$ cat config.mk
export PLATFORM = sky130hd
export DESIGN_NAME = viterbi_acs_unit
export DESIGN_NICKNAME = d
export VERILOG_FILES = /design/src/rtl/viterbi_pkg.sv /design/src/rtl/viterbi_acs_unit_acs_core.sv /design/src/rtl/viterbi_acs_unit_branch_metric.sv /design/src/rtl/viterbi_acs_unit_expected_bits.sv /design/src/rtl/viterbi_acs_unit.sv
export SDC_FILE = /design/constraint.sdc
export NUM_CORES = 1
export LEC_CHECK = 0
export ABC_AREA = 1
export BUFFER_PORTS_ARGS = -buffer_cell sky130_fd_sc_hd__buf_2
export CAP_MARGIN = 10
export CORE_ASPECT_RATIO = 0.9
export CORE_UTILIZATION = 41
export CTS_CLUSTER_DIAMETER = 100
export DETAILED_ROUTE_END_ITERATION = 12
export PLACE_DENSITY = 0.64
export SLEW_MARGIN = 10
export SYNTH_ARGS = -nofsm -noshare
export SYNTH_HDL_FRONTEND = slang
export SYNTH_SLANG_ARGS = --single-unit
$ cat constraint.sdc
create_clock -name clk -period 2.6 [get_ports clk]
set_clock_uncertainty 0.05 [all_clocks]
set_input_delay 0.65 -clock clk [delete_from_list [all_inputs] [get_ports clk]]
set_output_delay 0.65 -clock clk [all_outputs]
set_load 0.03 [all_outputs]
$ cat src/rtl/viterbi_pkg.sv
// Shared sizing helpers and bit-level functions for the Viterbi ACS datapath.
// Imported by every ACS-unit module.
package viterbi_pkg;

    localparam int WB = 2;

    function automatic int state_bits(input int k);
        return k - 1;
    endfunction

    function automatic int num_states(input int k);
        return 1 << (k - 1);
    endfunction

    function automatic logic [1:0] popcount2(input logic [1:0] v);
        return {1'b0, v[1]} + {1'b0, v[0]};
    endfunction

    function automatic logic parity(input logic [31:0] v);
        return ^v;
    endfunction

endpackage

$ cat src/rtl/viterbi_acs_unit_acs_core.sv
// Saturating add-compare-select; ties keep predecessor 0.
module acs_core
    import viterbi_pkg::*;
#(
    parameter int Wm = 4
) (
    input  logic [Wm-1:0] pm0,
    input  logic [Wm-1:0] pm1,
    input  logic [WB-1:0] bm0,
    input  logic [WB-1:0] bm1,
    output logic          surv,
    output logic [Wm-1:0] pm_new
);

    logic [Wm:0]   sum0;
    logic [Wm:0]   sum1;
    logic [Wm-1:0] cand0;
    logic [Wm-1:0] cand1;

    assign sum0  = {1'b0, pm0} + (Wm+1)'(bm0);
    assign sum1  = {1'b0, pm1} + (Wm+1)'(bm1);
    assign cand0 = sum0[Wm] ? '1 : sum0[Wm-1:0];
    assign cand1 = sum1[Wm] ? '1 : sum1[Wm-1:0];

    assign surv   = (cand1 < cand0);
    assign pm_new = surv ? cand1 : cand0;

endmodule

$ cat src/rtl/viterbi_acs_unit_branch_metric.sv
// Hard-decision Hamming distance between received and expected symbols.
module branch_metric
    import viterbi_pkg::*;
(
    input  logic [1:0]    rx_sym,
    input  logic [1:0]    exp_sym,
    output logic [WB-1:0] bm
);

    assign bm = popcount2(rx_sym ^ exp_sym);

endmodule

$ cat src/rtl/viterbi_acs_unit_expected_bits.sv
// Encoder output symbol for one predecessor state plus the input bit.
// Bit 1 comes from generator 0, bit 0 from generator 1.
module expected_bits
    import viterbi_pkg::*;
#(
    parameter int K = 4,
    parameter int G0_OCT = 'o17,
    parameter int G1_OCT = 'o13,
    localparam int M = state_bits(K)
) (
    input  logic [M-1:0] pred,
    input  logic         b,
    output logic [1:0]   exp_sym
);

    localparam logic [K-1:0] G0M = K'(G0_OCT);
    localparam logic [K-1:0] G1M = K'(G1_OCT);

    logic [K-1:0] sreg;

    assign sreg       = {pred, b};
    assign exp_sym[1] = parity(32'(sreg & G0M));
    assign exp_sym[0] = parity(32'(sreg & G1M));

endmodule

$ cat src/rtl/viterbi_acs_unit.sv
// One-state-per-cycle ACS with a registered result stage and a
// running minimum-metric tracker for traceback start selection.
module viterbi_acs_unit
    import viterbi_pkg::*;
#(
    parameter int K = 4,
    parameter int Wm = 4,
    parameter int G0_OCT = 'o17,
    parameter int G1_OCT = 'o13,
    localparam int M = state_bits(K)
) (
    input  logic          clk,
    input  logic          rst_n,
    input  logic          in_valid,
    input  logic [M-1:0]  state_idx,
    input  logic [1:0]    rx_sym,
    input  logic [Wm-1:0] pm0,
    input  logic [Wm-1:0] pm1,
    input  logic          best_clear,
    output logic [M-1:0]  p0,
    output logic [M-1:0]  p1,
    output logic          out_valid,
    output logic [Wm-1:0] pm_out,
    output logic          surv,
    output logic [M-1:0]  state_q,
    output logic [Wm-1:0] best_metric,
    output logic [M-1:0]  best_state
);

    logic [1:0]    exp0;
    logic [1:0]    exp1;
    logic [WB-1:0] bm0;
    logic [WB-1:0] bm1;
    logic          surv_c;
    logic [Wm-1:0] pm_new;

    assign p0 = state_idx >> 1;
    assign p1 = p0 | (M'(1) << (M - 1));

    expected_bits #(.K(K), .G0_OCT(G0_OCT), .G1_OCT(G1_OCT)) u_exp0 (
        .pred    (p0),
        .b       (state_idx[0]),
        .exp_sym (exp0)
    );

    expected_bits #(.K(K), .G0_OCT(G0_OCT), .G1_OCT(G1_OCT)) u_exp1 (
        .pred    (p1),
        .b       (state_idx[0]),
        .exp_sym (exp1)
    );

    branch_metric u_bm0 (.rx_sym(rx_sym), .exp_sym(exp0), .bm(bm0));
    branch_metric u_bm1 (.rx_sym(rx_sym), .exp_sym(exp1), .bm(bm1));

    acs_core #(.Wm(Wm)) u_acs (
        .pm0    (pm0),
        .pm1    (pm1),
        .bm0    (bm0),
        .bm1    (bm1),
        .surv   (surv_c),
        .pm_new (pm_new)
    );

    always_ff @(posedge clk or negedge rst_n) begin
        if (!rst_n) begin
            out_valid <= 1'b0;
            pm_out    <= '0;
            surv      <= 1'b0;
            state_q   <= '0;
        end else begin
            out_valid <= in_valid;
            if (in_valid) begin
                pm_out  <= pm_new;
                surv    <= surv_c;
                state_q <= state_idx;
            end
        end
    end

    // Strict compare so equal metrics keep the earlier state.
    always_ff @(posedge clk or negedge rst_n) begin
        if (!rst_n) begin
            best_metric <= '1;
            best_state  <= '0;
        end else if (best_clear) begin
            best_metric <= '1;
            best_state  <= '0;
        end else if (in_valid && (pm_new < best_metric)) begin
            best_metric <= pm_new;
            best_state  <= state_idx;
        end
    end

endmodule

==> key figures <==
Outcome
  • Status: finished, violations left
  • Violated checks: negative setup slack

GRT
  • Initial antenna violation count: 0
  • Largest net degree at the start of global routing: 17
  • Overall routing resource usage: 19.5%
  • Vias in the first global route: 1077
  • First-pass GRT wire length: 4480 um
  • Overflow after GRT: 0

Routing
  • DRT Wirelength: around 3100 um
  • Drt wl/cell: ~12 um
  • Total number of vias: around 1200
  • 1st-iter DRT viols: 46
  • Vias/cell: about 4.6
  • ANT nets after route: 0
  • DRC violations left: 0
  • Pre-Repair DR Iteration Count: 5

Placement
  • GPL Wtd Cong: a little under 0.8
  • Cell Area, Placed: between 1500 and 2000 sq um
  • Port Buffers: 36
  • Post-DP HPWL: between 2000 and 2500 um

Critical path
  • CP Launch Type: primary input
  • Cell chain of the critical path: buf_8 > xnor2_4 > xnor2_2 > xor2_2 > fa_2 > inv_2 > ha_2 > nand2_1 > inv_2 > nor3_2 > a21oi_2 > ha_4 > nor2_4 > nand2_4 > nand2_4 > nand2_4 > o21ai_4 > inv_2 > ha_4 > a211oi_4 > buf_6 > buf_6 > nand4_1 > nand2_1
  • Max incr delay on CP: 0.38 ns
  • R2r startpoint: best_metric[3]
  • Worst Path Max Fanout: 5
  • CP required: 2.78 ns
  • Cell depth of the worst flop-to-flop path: 7
  • RR Endpoint: best_state[1]
  • WP data arrival: about 3.9 ns
  • R2R setup slack: 0.85 ns
  • Crit path kind: primary input to flop
  • Worst path slowest cell: fa_2
  • Crit end category: flop

STA
  • Post-route minimum period: approximately 3.7 ns
  • Setup-failing EPs final: 12
  • RSZ-0062 raised after global routing: true
  • Fin. max-slew vios: 0
  • Fin Setup TNS: -9.87 ns
  • Final Hold Viols: 0
  • Tcrit/Tclk final: 142%
  • Max Clk Rate: roughly 0.27 GHz
  • Worst setup margin: -1.08 ns

Floorplanning
  • Number of placed I/O pins: 39
  • Total Die Area: around 3100 sq um
  • Core area: 2750 sq um
  • Row count: 18
  • Die W: 58.9 um
  • Initial Utilization: between 40% and 50%
  • Die Y: 53.2 um

Yosys
  • Syn Std Cell Area: 1190 sq um
  • Ys async rst share: 100%
  • Synth cell count leaders: nand2_1 (39), inv_1 (31), dfrtp_1 (12)
  • Synth top area cells: dfrtp_1 (25%), nand2_1 (12%), inv_1 (9.7%)
  • Synthesized Nets: roughly 180
  • Area share of the largest cell type after synthesis: around a quarter
  • Register area share after synthesis: roughly a third
  • Post-synth EDFFs: 0
  • Largest area contributor in the netlist: dfrtp_1
  • Synth unique cells: 21
  • Avg Synthesized Cell Area: ~7.7 sq um
  • Mapped Cells: around 160
  • Most common cell in the netlist: nand2_1
  • Ys flop type: dfrtp_1
  • Yosys Warn Count: 0
  • Flops & latches, synth: 16

Layout
  • Design Area, Final: around 1900 sq um
  • Antenna Cells: 0
  • Post-layout util: just under 70%
  • NumNets Final: ~250
  • Area of the multi-input gates: 861 sq um
  • Area Growth Syn to Fin: 58.8%
  • Layout cells sized above 1: about three fifths
  • # fillers: between 200 and 250
  • Reg area: a little over 400 sq um

CTS
  • Clk_lat worst skew: 0.29 ns
  • CTS H-Tree Depth: 1
  • CTS Buf Count: 3
  • Clock Path Buffers: 2
  • Post-CTS Hold Buffers: 0
  • Clock-pin slew on the worst setup and hold paths: around 0.10 ns
  • Clk sinks: 16
  • CTS tree: built
  • CTS root buf: clkbuf_4

Power and ir drop
  • Cell Pwr Density: 742 nW/um^2
  • Leakage: 1.03 nW
  • Max VDD drop: about 0.37 mV
  • Pwr Total: about 1.4 mW

Flow run
  • Max cap viols: 0

Min path
  • Class of the most critical hold timing path: primary input to async pin
[registers in the layout, summed over array words and instances (netlist names)]
signal       count
best_state       3
best_metric      4
state_q          3
out_valid        1
surv             1
pm_out           4
[worst max-delay path, delay by kind of cell]
kind	cells	cell delay (ns)
compound gates	3	0.45
simple gates	8	0.64
fa+ha+maj	4	0.97
xor+xnor	3	0.53
buf+inv	6	0.59
[placed cells by master (no fill, tap or decap), drive strengths merged]
cell type and n:
buf 65, nand2 50, inv 31, nand3 13, dfrtp 12, ha 9, o21ai 9, a21oi 5
dfstp 4, clkbuf 4, nand4 3, xor2 2, fa 2, conb 2, xnor2 2, nor2 2
nor3 1, a211oi 1
[worst max path at each step]
stage / cells past startpoint / startpoint / slack [ns] / endpoint
final: 24 / state_idx[1] / -1.08 / best_state[1]
after global routing: 25 / state_idx[1] / -1.24 / best_metric[1]
after CTS: 24 / state_idx[0] / -1.03 / best_state[1]
after detailed placement: 24 / state_idx[1] / -1.58 / best_state[0]
after global placement: 24 / state_idx[1] / -1.44 / best_state[0]
after floorplan: 22 / state_idx[1] / -1.14 / best_state[0]
[logic make-up (layout without fill, tap and decap cells)]
group / count (synthesis) / in the layout / synth area share, %
buffers and inverters: 39 / 100 / 14.2
and+or+nand+nor: 69 / 69 / 29.0
AOI/OAI and AO/OA: 15 / 15 / 6.50
DFF: 16 / 16 / 34.0
xor gates and xnor gates: 4 / 4 / 2.94
other: 2 / 2 / 0.629
adders and majority gates: 11 / 11 / 12.8
[metrics by stage]
stage | setup slack, ns | std cells | hold slack (ns)
after floorplan | -1.14 | 156 | 0.304
after global placement | -1.44 | 247 | 0.404
after detailed placement | -1.58 | 247 | 0.414
after CTS | -1.03 | 253 | 0.217
after global routing | -1.24 | 257 | 0.223
final | -1.08 | 257 | 0.211
[power by group]
group	internal (mW)	switching [mW]
registers	0.317	0.0335
clock network	0.0596	0.0781
logic	0.377	0.541
total	0.754	0.653
[final cells by class]
type | count | area share (%)
Multi-Input combinational cell | 101 | 45.4
Timing Repair Buffer | 65 | 23.0
Sequential cell | 16 | 21.4
Inverter | 31 | 6.14
Tap cell | 40 | 2.64
Clock buffer | 4 | 1.39
[layer usage]
metal,vias to the layer above,routed length [um],GRT usage (%)
li1,592,-,-
met4,0,27,4.76
met5,-,0,0
met2,32,1750,36.7
met3,4,139,5.62
met1,565,1220,21.4
[timing repair]
item                       CTS  global route
setup buffers                2             4
gates resized for setup     24            32
setup endpoints to repair   12            12
hold endpoints to repair     0             0
pin swaps                   21            11
No activity file was read; power rests on OpenSTA's default activity.
